**config.mk**
```make
export PLATFORM = sky130hd
export DESIGN_NAME = fsic_io_serdes_tx
export DESIGN_NICKNAME = d
export VERILOG_FILES = /design/src/rtl/fsic_io_serdes_tx.sv
export SDC_FILE = /design/constraint.sdc
export NUM_CORES = 1
export LEC_CHECK = 0
export CAP_MARGIN = 10
export CORE_MARGIN = 2
export CORE_UTILIZATION = 30
export CTS_CLUSTER_DIAMETER = 200
export CTS_CLUSTER_SIZE = 16
export DETAILED_ROUTE_END_ITERATION = 8
export PLACE_DENSITY = 0.54
export SETUP_SLACK_MARGIN = 0.02
export SLEW_MARGIN = 20
export SYNTH_ARGS = -nofsm -noshare
export SYNTH_HDL_FRONTEND = slang
export SYNTH_SLANG_ARGS = --single-unit
```
**constraint.sdc**
```tcl
create_clock -name ioclk -period 2.55 [get_ports ioclk]
set_clock_uncertainty 0.2 [all_clocks]
set_input_delay 0.51 -clock ioclk [delete_from_list [all_inputs] [get_ports ioclk]]
set_output_delay 0.51 -clock ioclk [all_outputs]
set_load 0.02 [all_outputs]
```
**src/rtl/fsic_io_serdes_tx.sv**
```systemverilog
// fsic_io_serdes_tx: transmit-side lane serializer for the FSIC IO link.
// Parallel frames are queued in a small FIFO and shifted out as
// pCLK_RATIO beats across pNUM_LANES serial lanes. The frame boundary is
// aligned to the coreclk phase counter. Idle (all-zero) frames are sent
// whenever nothing is queued.
module fsic_io_serdes_tx #(
  parameter int pCLK_RATIO    = 4,
  parameter int pNUM_LANES    = 12,
  parameter int pTxFIFO_DEPTH = 4
) (
  input  logic                                   ioclk,
  input  logic                                   axis_rst,
  input  logic                                   txen_ctl,
  input  logic [$clog2(pCLK_RATIO)-1:0]          phase_cnt,
  input  logic [pNUM_LANES*pCLK_RATIO-1:0]       tx_word,
  input  logic                                   tx_word_valid,
  output logic                                   tx_word_ready,
  output logic                                   txen,
  output logic [pNUM_LANES-1:0]                  serial_txd,
  output logic [$clog2(pCLK_RATIO)-1:0]          tx_shift_phase,
  output logic [$clog2(pTxFIFO_DEPTH+1)-1:0]     fifo_level,
  output logic [7:0]                             idle_frame_cnt
);

  localparam int PW = $clog2(pCLK_RATIO);
  localparam int LW = $clog2(pTxFIFO_DEPTH + 1);
  localparam int AW = (pTxFIFO_DEPTH > 1) ? $clog2(pTxFIFO_DEPTH) : 1;
  localparam int FW = pNUM_LANES * pCLK_RATIO;

  localparam logic [PW-1:0] LAST_BEAT = PW'(pCLK_RATIO - 1);
  localparam logic [AW-1:0] LAST_PTR  = AW'(pTxFIFO_DEPTH - 1);
  localparam logic [LW-1:0] DEPTH_LVL = LW'(pTxFIFO_DEPTH);

  logic [FW-1:0] fifo_mem [pTxFIFO_DEPTH];
  logic [AW-1:0] wr_ptr;
  logic [AW-1:0] rd_ptr;
  logic [FW-1:0] frame_q;

  logic set_en;
  logic load;
  logic push;
  logic pop;

  // Enable qualifies only on the last ioclk of a coreclk cycle, so the
  // first frame boundary coincides with a coreclk boundary.
  assign set_en = txen_ctl && (phase_cnt == LAST_BEAT);

  // A frame is (re)loaded on enable and at every last beat thereafter.
  assign load = txen ? (tx_shift_phase == LAST_BEAT) : set_en;

  // Ready and pop both look at the registered level: a push into an empty
  // FIFO is never bypassed to the lanes, and a full FIFO never accepts a
  // push even when a pop happens in the same cycle.
  assign tx_word_ready = txen && (fifo_level < DEPTH_LVL);
  assign push          = tx_word_valid && tx_word_ready;
  assign pop           = load && (fifo_level != '0);

  // Enable, beat counter, frame register and idle statistics.
  always_ff @(posedge ioclk or posedge axis_rst) begin
    if (axis_rst) begin
      txen           <= 1'b0;
      tx_shift_phase <= '0;
      frame_q        <= '0;
      idle_frame_cnt <= '0;
    end else begin
      // NOTE: non-blocking assignments here so every register samples the
      // pre-edge values of its peers (load reads tx_shift_phase before it wraps).
      if (set_en) txen <= 1'b1;
      tx_shift_phase <= txen ? tx_shift_phase + 1'b1 : '0;
      if (load) begin
        if (pop) begin
          frame_q <= fifo_mem[rd_ptr];
        end else begin
          frame_q <= '0;
          if (idle_frame_cnt != 8'hFF) idle_frame_cnt <= idle_frame_cnt + 8'd1;
        end
      end
    end
  end

  // FIFO pointers and occupancy; reset simply empties the queue.
  always_ff @(posedge ioclk or posedge axis_rst) begin
    if (axis_rst) begin
      wr_ptr     <= '0;
      rd_ptr     <= '0;
      fifo_level <= '0;
    end else begin
      if (push) wr_ptr <= (wr_ptr == LAST_PTR) ? '0 : wr_ptr + 1'b1;
      if (pop)  rd_ptr <= (rd_ptr == LAST_PTR) ? '0 : rd_ptr + 1'b1;
      if (push && !pop)      fifo_level <= fifo_level + 1'b1;
      else if (pop && !push) fifo_level <= fifo_level - 1'b1;
    end
  end

  // FIFO storage array.
  // NOTE: the storage array has no reset; emptying is done by the pointers
  // and level, and leaving the array unreset keeps it a plain RAM.
  always_ff @(posedge ioclk) begin
    if (push) fifo_mem[wr_ptr] <= tx_word;
  end

  // Lane mux: pick the current beat of each lane's slice of the frame.
  always_comb begin
    logic [pCLK_RATIO-1:0] lane_beats;
    // NOTE: defaults first so every path assigns every bit and no latch is inferred.
    serial_txd = '0;
    lane_beats = '0;
    for (int l = 0; l < pNUM_LANES; l++) begin
      lane_beats    = frame_q[l*pCLK_RATIO +: pCLK_RATIO];
      serial_txd[l] = lane_beats[tx_shift_phase] & txen;
    end
  end

endmodule

```
==> results of run 1 <==
==> layer usage <==
metal | wire (um) | vias to the layer above | track usage
met4 | 310 | 2 | 0.02205
li1 | - | 2171 | -
met3 | 868 | 21 | 0.02211
met1 | 9174 | 2616 | 0.1635
met2 | 9948 | 94 | 0.2015
met5 | 16 | - | 0
==> tightest hold or removal path: stages <==
cell             delay [ns]
clkdlybuf4s50_1        0.41
inv_2                  0.07
buf_12                 0.32
==> synth_stat cells <==
library cell / count
edfxtp_1: 192
dfrtp_1: 66
mux4_2: 60
a22o_1: 48
and2_1: 14
buf_2: 13
clkbuf_1: 10
nand2_1: 9
ha_1: 8
inv_1: 5
mux2_2: 5
nor2_1: 5
and3_1: 4
nand3_1: 3
nor4_1: 3
o21ai_0: 3
a21oi_1: 2
nand2b_1: 2
nor2b_1: 2
nor3_1: 2
xnor2_1: 2
xor2_1: 2
a2111oi_4: 1
a211o_1: 1
a21o_1: 1
a31o_2: 1
and2_0: 1
buf_1: 1
buf_4: 1
fa_1: 1
mux2_1: 1
mux2_4: 1
nand3_2: 1
nand3b_1: 1
nand4b_4: 1
nor2_2: 1
o21a_1: 1
or3_4: 1
==> flip-flops by register name, indices dropped and copies added (netlist names) <==
register and cells:
tx_shift_phase 2, fifo_mem 192, frame_q 48, rd_ptr 2, txen 1, idle_frame_cnt 8
wr_ptr 2, fifo_level 3
==> cell type report <==
type	instances	share of cell area
clock inverter	1	0.001324
inverter	5	0.001527
tap	442	0.04501
clock buffer	35	0.04704
multi-input combinational	188	0.2013
timing repair buffer	117	0.09948
sequential	258	0.6043
==> worst max path at each step <==
stage | start | to | slack [ns] | cells after the start
after floorplan | tx_shift_phase[0] | fifo_level[1] | 0.02 | 11
after global placement | txen_ctl | fifo_level[1] | -0.20 | 9
after detailed placement | txen_ctl | fifo_level[1] | -0.22 | 9
after CTS | tx_shift_phase[0] | serial_txd[11] | -0.13 | 6
after global routing | tx_shift_phase[0] | serial_txd[1] | -0.13 | 4
final | tx_shift_phase[0] | serial_txd[1] | -0.05 | 4
==> kinds of logic after synthesis <==
family,Yosys count
compound gates,58
xor+xnor,4
fa+ha+maj,9
flops,258
buf+inv,30
mux,67
simple gates,50
==> metrics by stage <==
stage / area (sq um) / util / worst slack (ns) / total power, mW / hold slack (ns)
CTS: 12290 / 0.3768 / -0.1286 / 13.76 / 0.2112
floorplan: 9981 / - / 0.02045 / 8.796 / 0.2674
detailed placement: 11570 / 0.3548 / -0.2157 / 10.54 / 0.2899
finish: 12290 / 0.3767 / -0.05117 / 13.55 / 0.2111
global placement: 11570 / 0.3548 / -0.2025 / 10.41 / 0.2824
global route: 12290 / 0.3767 / -0.1269 / 14.30 / 0.2527
==> what timing repair did <==
| action | in CTS | in global routing |
|---|---|---|
| resized for setup | 86 | 9 |
| pin swaps | 12 | 6 |
| gates cloned | 1 | 0 |
| setup endpoints to repair | 14 | 17 |
| buffers inserted | 5 | 0 |
==> power groups by stage <==
stage	clock [mW]	combinational [mW]	sequential (mW)
final	2.93	4.65	5.97
after global routing	3.20	5.03	6.07
after CTS	3.04	4.74	5.99
after detailed placement	0	4.47	6.07
after global placement	0	4.40	6.00
after floorplan	0	2.93	5.87
==> placed cells by master (no fill, tap or decap), types with 2 or more instances in the layout <==
cell / count
a21oi_1: 2
a22o_1: 48
and2_4: 13
and3_2: 4
buf_12: 10
buf_4: 26
buf_6: 13
clkbuf_1: 14
clkbuf_16: 21
clkdlybuf4s50_1: 65
dfrtp_1: 61
dfrtp_2: 4
dlygate4sd2_1: 2
edfxtp_1: 192
ha_1: 6
ha_4: 2
inv_1: 3
inv_2: 2
mux2_2: 5
mux4_2: 60
nand2_1: 8
nand2b_1: 2
nand3_1: 3
nor2_1: 5
nor3_1: 2
nor4_1: 3
o21ai_0: 3
xnor2_1: 2
xor2_1: 2
==> results.md, run 1 <==
* Worst-margin pin slew at ~0.63 ns
* Via Count at 4904
* RR Endpoint: fifo_level[2]
* Sequential share of the synthesized area at 0.7459
* Total number of placement rows at 66
* Post-route setup slack at -0.05117 ns
* Cell-internal power at approximately 9.6 mW
* Synthesis warning total at 0
* Synth area leader: edfxtp_1
* Total clock sinks at 258
* Buf/Inv on CP at 2
* Sequential Power Share at 0.440
* CP Max Fanout at 5
* Net Sw Frac at 0.2948
* Setup CP Type: reg -> out
* Post-synthesis net count at approximately 540
* Clock power frac at 0.216
* CP Launch Type: flip-flop
* CTS Hold Buffers Added at 0
* Global placement routability congestion at approximately 0.7
* Data arrival time of the worst path at 1.89 ns
* Post-synthesis cell count at 476
* Number of nets with antenna violations after detailed routing at 0
* Highest-delay cell along the critical path: mux4_2
* Net switching power at 3.994 mW
* Footprint of the flip-flops and latches at 0.007426 sq mm
* Total wirelength of the detailed-routed design at 20320 um
* Core region area at 0.03262 sq mm
* Area of the multi-input gates at 0.002474 sq mm
* Initial antenna violation count at 1
* Number of distinct library cells after synthesis at 38
* Fraction of the cycle the final worst path needs at 1.020
* Wire length of the first global-routing pass at 30960 um
* Failing checks: setup timing
* Area share of xor/xnor cells in the synthesized design at 0.003523
* Path type of the worst min-delay path: in -> async
* Post-synthesis compound-gate area fraction at 0.05084
* Reg-to-reg startpoint: tx_shift_phase[0]
* Number of inserted filler cells in the final layout at 2982
* Maximum number of pins on one net before global-route repair at 67
* FF-to-FF setup slack at 0.13 ns
* Cell family with most CP delay: multiplexers
* Clock slew at reported path FFs at 0.07 ns
* Number of CTS-inserted buffers at 20
* Area of the die at 0.03462 sq mm
* IO Count at 81
* Fmax at just under 400 MHz
* Crit. End Element: output pin
* # H-tree levels at 1
* Setup-violating endpoint count in the final report at 9
* Post-Synth Adder-Cell Area at 0.01208
* Required @ worst endpoint at 1.84 ns
* Max Slew Vio Count at 0
* Worst-Skew Late Latency at 0.49 ns
* Share of power burned in combinational logic at 0.343
* Share of final-layout standard cells stronger than drive strength 1 at 0.2848
* Main combinational cell family by area after synthesis: multiplexers
* Die Wd at between 150 and 200 um
* Setup total negative slack at -0.2126 ns
* Setup repair after global routing missed its margin: true
* DP Wirelength at 12640 um
* Cell area power density at around 1100 mW/mm^2
* Depth of the most critical reg-to-reg path at 13
* Portion of netlist area occupied by mux cells at 0.1442
* Pleak at approximately 4.2 nW
* Overall Global Routing Usage at 0.1196
* DRC violations left at 0
* Maximum buffer depth of the clock tree at 3
* GR Overflow Total at 0
* Max_slew headroom at 0.5769
* Clock Tree Root: clkbuf_16
* Initial core utilization at 0.3048
* Main area contributors after synthesis: edfxtp_1 (58%), dfrtp_1 (17%), mux4_2 (14%), a22o_1 (4.2%), ha_1 (1.0%)
* Crit path largest cell delay at 0.51 ns
* 1st-iter DRT viols at between 200 and 250
* Number of detailed-routing iterations run before antenna repair at 6
* Mean routed wirelength per cell at a little under 20 um
* Count of nets after finishing at 653
* CP Cell Sequence: buf_12 > mux4_2 > and2_4 > buf_6
* Max cap viols at 0
* Vias in the first global route at roughly 5300
* Simple-gate share of the synthesized area at 0.03007
* Syn avg cell area at 20.89 sq um
* Chip Height at between 150 and 200 um
* Total count of hold-check failures in the final report at 0
* Tmin final at 2.601 ns
* # placed instances at approximately 1000
* Final instance count without filler cells at roughly 1000
* Count of input and output buffers at 80
* Diodes inserted at 0
* Seq cells post-synth at 258
* CTS tree: yes
* VDD IR-drop max at ~470 uV
* Synth top area share at 0.5798
* Via density at 4.688
* Mapped Area at roughly 0.0099 sq mm
* Result of the run: complete, but fails checks
* Layout overhead on the synthesized area at 23.58%
(Power assumes the default switching activity.)
==> run 2, diff against run 1 <==
Settings changed: PLACE_DENSITY 0.54 to 0.53, REMOVE_ABC_BUFFERS from default to 1.
Clock period 2.55 ns to 2.7 ns, I/O delays scaled along.
==> run 2 against run 1 <==
  * The run now ends clean
  * Sequential cell count stayed put
  * Critical path type unchanged
  * Clock-buffer cell count stayed put
  * Utilization is 0.33 points lower
  * Die area stayed put
  * Power is 7.3% lower
  * Critical path depth stayed put
  * Non-clock buffer count is 2 lower
  * Global-route usage is 0.24 points higher
  * Largest cell class unchanged
  * Hold slack worse by 0.088 ns
  * First-iteration DRC count is 20% higher
  * Routed wire length is 0.65% higher
==> results.md, run 2 (same netlist as run 1, synthesis figures left out) <==
* Pleak at 4.208 nW
* Number of nets with antenna violations after detailed routing at 0
* Cell area power density at 1031 mW/mm^2
* # H-tree levels at 1
* FF-to-FF setup slack at about 0.24 ns
* Total count of hold-check failures in the final report at 0
* Via Count at roughly 5000
* Number of inserted filler cells in the final layout at 2987
* Total clock sinks at 258
* Depth of the most critical reg-to-reg path at 12
* Cell area after placement at about 0.012 sq mm
* Met2 layer usage reported by global route at 0.2119
* Worst-margin pin slew at 0.6110 ns
* Final hold slack at 0.1231 ns
* Post-route design area at 0.01218 sq mm
* Required @ worst endpoint at between 1.5 and 2 ns
* # placed instances at 1002
* Path type of the worst min-delay path: in -> async
* Number of flip-flops under the largest register name at 192
* Setup CP Type: reg -> out
* Count of nets after finishing at 651
* CTS Hold Buffers Added at 0
* Met1 Resource Use GR at 0.1613
* Worst-Skew Late Latency at 0.50 ns
* Final instance count without filler cells at between 1000 and 1500
* DP Wirelength at approximately 13000 um
* Max_slew headroom at 0.5927
* DRC violations left at 0
* Maximum buffer depth of the clock tree at 3
* Max cap viols at 0
* Area of the multi-input gates at about 0.0024 sq mm
* Reg-to-reg startpoint: tx_shift_phase[0]
* Diodes inserted at 0
* Met3 usage in global routing at 0.02054
* CP Max Fanout at 7
* Overall Global Routing Usage at 0.1220
* Most used cells in the layout excluding fill and tap cells: edfxtp_1 (192), clkdlybuf4s50_1 (67), dfrtp_1 (61)
* Setup-violating endpoint count in the final report at 0
* Number of detailed-routing iterations run before antenna repair at 4
* Clock Tree Root: clkbuf_16
* Core region area at 0.03262 sq mm
* Share of final-layout standard cells stronger than drive strength 1 at 0.2691
* Footprint of the flip-flops and latches at 0.007426 sq mm
* GR Overflow Total at 0
* Post-layout utilization of the core at 0.3734
* Result of the run: finished clean
* Tmin final at ~2.6 ns
* Total number of placement rows at 66
* CTS tree: yes
* Post-route setup slack at 0.07425 ns
* Global placement routability congestion at 0.7085
* Via density at 4.741
* Fraction of the cycle the final worst path needs at 0.9725
* Setup total negative slack at 0 ns
* Layout overhead on the synthesized area at 22.49%
* Worst setup path startpoint: tx_shift_phase[0]
* Most frequent standard cell in the layout excluding fill and tap cells: edfxtp_1
* Pre-CTS worst setup slack at -0.1324 ns
* Number of CTS-inserted buffers at 20
* Clock slew at reported path FFs at roughly 0.07 ns
* Data arrival time of the worst path at 1.89 ns
* Wire length of the first global-routing pass at 31710 um
* Grt peak-use layer: met2
* Fmax at roughly 380 MHz
* Crit. End Element: output pin
* Area of the die at 0.03462 sq mm
* 1st-iter DRT viols at roughly 270
* Vias in the first global route at 5411
* Total wirelength of the detailed-routed design at 20450 um
* Mean routed wirelength per cell at about 20 um
* Total power at 12.56 mW
* Maximum number of pins on one net before global-route repair at 50
* IO Count at 81
* Initial core utilization at 0.3048
* VDD IR-drop max at about 400 uV
* Setup repair after global routing missed its margin: true
* Count of input and output buffers at 80
* Die Wd at between 150 and 200 um
* Register with the most flip-flops: fifo_mem
* Chip Height at 186.1 um
* RR Endpoint: fifo_level[2]
* Initial antenna violation count at 0
* Max Slew Vio Count at 0
* CP Launch Type: flip-flop
* Largest registers: fifo_mem: 192 flops, frame_q: 48 flops, idle_frame_cnt: 8 flops
## run 2: cell types whose count changed in the layout (fill, tap and decap cells not counted), moves of 3 or more
| cell | change |
|---|---|
| buf_4 | +3 |
| and2_4 | -3 |
| and2_1 | +3 |
| buf_6 | -6 |
| buf_2 | +3 |
## run 2: where the power goes
group	switching, mW	leakage, nW	internal [mW]
logic	1.91	1.37	2.25
clock network	1.29	0.283	1.47
registers	0.519	2.55	5.12
## run 2: cell type report
cell class              count  share of cell area
multi-input cells         188              0.1996
well taps                 442             0.04541
clock buffers              35             0.04746
repair buffers            115             0.09482
clock inverters             1            0.001336
inverters                   5            0.001644
flip-flops and latches    258              0.6097
## run 2: per-layer routing
metal | part of all wire | up-vias
li1 | - | 2167
met1 | 0.43 | 2648
met2 | 0.51 | 110
met3 | 0.046 | 25
met4 | 0.015 | 0
met5 | 0 | -
## run 2: repair_timing
action / in CTS / in global routing
pin swaps: 2 / 8
setup endpoints to repair: 15 / 13
resized for setup: 68 / 12
gates cloned: 1 / 0
setup buffers: 5 / 1
## run 2: how the worst max path moves through the flow
stage / to / cells after the start / slack, ns
after floorplan: fifo_level[1] / 9 / -1.75
after global placement: fifo_level[1] / 9 / -0.09
after detailed placement: fifo_level[1] / 9 / -0.13
after CTS: serial_txd[4] / 5 / -0.03
after global routing: serial_txd[4] / 4 / -0.01
final: serial_txd[1] / 4 / 0.07
## run 2: worst max-delay path, cell delays in order (launching register included)
cell,delay (ns)
dfrtp_2,0.41
buf_12,0.16
mux4_2,0.50
and2_4,0.18
buf_6,0.12
==> run 3, diff against run 2 <==
Settings changed: CORE_UTILIZATION 30 to 58, PLACE_DENSITY 0.53 to 0.86.
==> run 3 against run 2 <==
  * The flow now finishes with violations (setup timing)
  * Die area fell by 47%
  * First-iteration DRC count rose by 47%
  * Maximum frequency fell by 2.9%
  * Critical path depth rose by 1
  * Final cell count fell by 21%
  * Hold slack improved by 0.11 ns
  * Routed wire length fell by 4.9%
  * Register-to-register slack got worse by 0.13 ns
  * Via count rose by 2.8%
  * Sequential power barely moved
  * Largest power group unchanged
  * Worst setup slack got worse by 0.079 ns
  * Largest cell class unchanged
==> results.md, run 3 (same netlist as run 1, synthesis figures left out) <==
* Result of the run: complete, but fails checks
* Failing checks: setup timing
* Area of the die at between 0.015 and 0.02 sq mm
* Data arrival time of the worst path at 1.97 ns
* Maximum number of pins on one net before global-route repair at 67
* # H-tree levels at 1
* Cell area power density at approximately 1100 mW/mm^2
* Initial antenna violation count at 0
* Setup-violating endpoint count in the final report at 1
* Overall Global Routing Usage at 0.2236
* Chip Height at 134.9 um
* Setup CP Type: reg -> out
* Required @ worst endpoint at 1.96 ns
* Worst-margin pin slew at 0.5764 ns
* Pleak at 4.243 nW
* Maximum buffer depth of the clock tree at 3
* DRC violations left at 0
* Die Wd at 134.9 um
* Register with the most flip-flops: fifo_mem
* VDD IR-drop max at 859.0 uV
* CTS tree: yes
* Crit. End Element: output pin
* Number of flip-flops under the largest register name at 192
* Most used cells in the layout excluding fill and tap cells: edfxtp_1 (192), clkdlybuf4s50_1 (68), dfrtp_1 (62)
* Clock slew at reported path FFs at 0.07 ns
* Number of CTS-inserted buffers at 20
* Core region area at 0.01664 sq mm
* Post-layout utilization of the core at 0.7202
* DP Wirelength at roughly 12000 um
* Count of input and output buffers at 80
* Layout overhead on the synthesized area at 20.54%
* Vias in the first global route at 5509
* Final hold slack at 0.2373 ns
* GR Overflow Total at 0
* Share of final-layout standard cells stronger than drive strength 1 at 0.2736
* Most frequent standard cell in the layout excluding fill and tap cells: edfxtp_1
* Total clock sinks at 258
* Crit path largest cell delay at 0.50 ns
* Number of detailed-routing iterations run before antenna repair at 5
* Max Slew Vio Count at 0
* Post-route setup slack at -0.005206 ns
* Total wirelength of the detailed-routed design at 19450 um
* Fraction of the cycle the final worst path needs at 1.002
* Met2 routed wirelength at roughly 10000 um
* Via Count at 5089
* Largest registers: fifo_mem: 192 flops, frame_q: 48 flops, idle_frame_cnt: 8 flops
* Setup repair after global routing missed its margin: true
* 1st-iter DRT viols at 401
* Total number of placement rows at 47
* Number of inserted filler cells in the final layout at 923
* Highest-delay cell along the critical path: mux4_2
* CP Max Fanout at 5
* Via density at 6.183
* Diodes inserted at 0
* Total count of hold-check failures in the final report at 0
* Wire length of the first global-routing pass at 30750 um
* Worst setup path startpoint: tx_shift_phase[0]
* Max cap viols at 0
* Initial core utilization at 0.5975
* Clock Tree Root: clkbuf_16
* Global placement routability congestion at 0.7957
* Count of nets after finishing at 652
* CP Launch Type: flip-flop
* Metal1 wirelength at 7662 um
* Number of nets with antenna violations after detailed routing at 0
* IO Count at a little over 80
* Fmax at 369.7 MHz
* Worst-Skew Late Latency at 0.50 ns
* Path type of the worst min-delay path: in -> async
* CP Cell Sequence: buf_12 > buf_4 > mux4_2 > and2_4 > buf_6
* Tmin final at 2.705 ns
* Top layer used by detailed routing: met4
* Max_slew headroom at 0.6157
* Total met3 wirelength after detailed routing at 1240 um
* Setup total negative slack at -0.005206 ns
* Mean routed wirelength per cell at 23.64 um
* Reg-to-reg startpoint: tx_shift_phase[0]
* CTS Hold Buffers Added at 0
## run 3: cell types whose count changed in the layout (fill, tap and decap cells not counted), sizes merged
cell,before,now
buf,47,48
clkinv,1,0
inv,5,6
dlymetal6s2s,1,0
clkdlybuf4s50,67,68
## run 3: timing repair
item                       in CTS  in global routing
gates resized for setup        59                 25
setup endpoints to repair      14                 11
pin swaps                       3                  6
cloned                          0                  0
setup buffers                   8                  2
## run 3: where the power goes
| group | switching [mW] | total [mW] | internal [mW] |
|---|---|---|---|
| logic | 2.02 | 4.45 | 2.43 |
| registers | 0.492 | 5.62 | 5.13 |
| clock network | 1.30 | 2.77 | 1.47 |
| total | 3.81 | 12.8 | 9.02 |
## run 3: worst max-delay path, delay by kind of cell, from the launching register on
kind	cells	cell delay, ns
simple gates	1	0.17
mux	1	0.50
buf+inv	3	0.37
flops	1	0.43
## run 3: layer usage
layer,vias to the layer above,global-route usage
met2,202,0.3883
met1,2677,0.3021
met3,35,0.03529
li1,2175,-
met5,-,0
met4,0,0.05729
## run 3: cell type report
| class | count | area [sq um] | share of cell area |
|---|---|---|---|
| flip-flops and latches | 258 | 7425 | 0.6195 |
| multi-input cells | 188 | 2444 | 0.2039 |
| repair buffers | 116 | 1229 | 0.1025 |
| clock buffers | 35 | 578.1 | 0.04823 |
| well taps | 220 | 275.3 | 0.02297 |
| inverters | 5 | 18.77 | 0.001566 |
| clock inverters | 1 | 16.27 | 0.001357 |
## run 3: per-stage QoR
step / total power [mW] / area, sq um / setup WS, ns / cells
final: 12.84 / 11990 / -0.005206 / 823
after CTS: 12.70 / 11890 / -0.05424 / 821
after detailed placement: 9.854 / 11250 / -0.1557 / 777
after floorplan: 8.221 / 9829 / -1.749 / 451
after global routing: 13.43 / 11990 / -0.04822 / 823
after global placement: 9.614 / 11250 / -0.07951 / 777
## run 3: worst paths after layout
check	endpoint	slack [ns]	cells after the start
max in group asynchronous	tx_shift_phase[0]	1.73	3
worst min-delay path	idle_frame_cnt[6]	0.24	3
worst max register to register	fifo_level[2]	0.11	12
min in group ioclk	frame_q[22]	0.30	1
worst max-delay path	serial_txd[7]	-0.005	5
worst min register to register	frame_q[22]	0.30	1
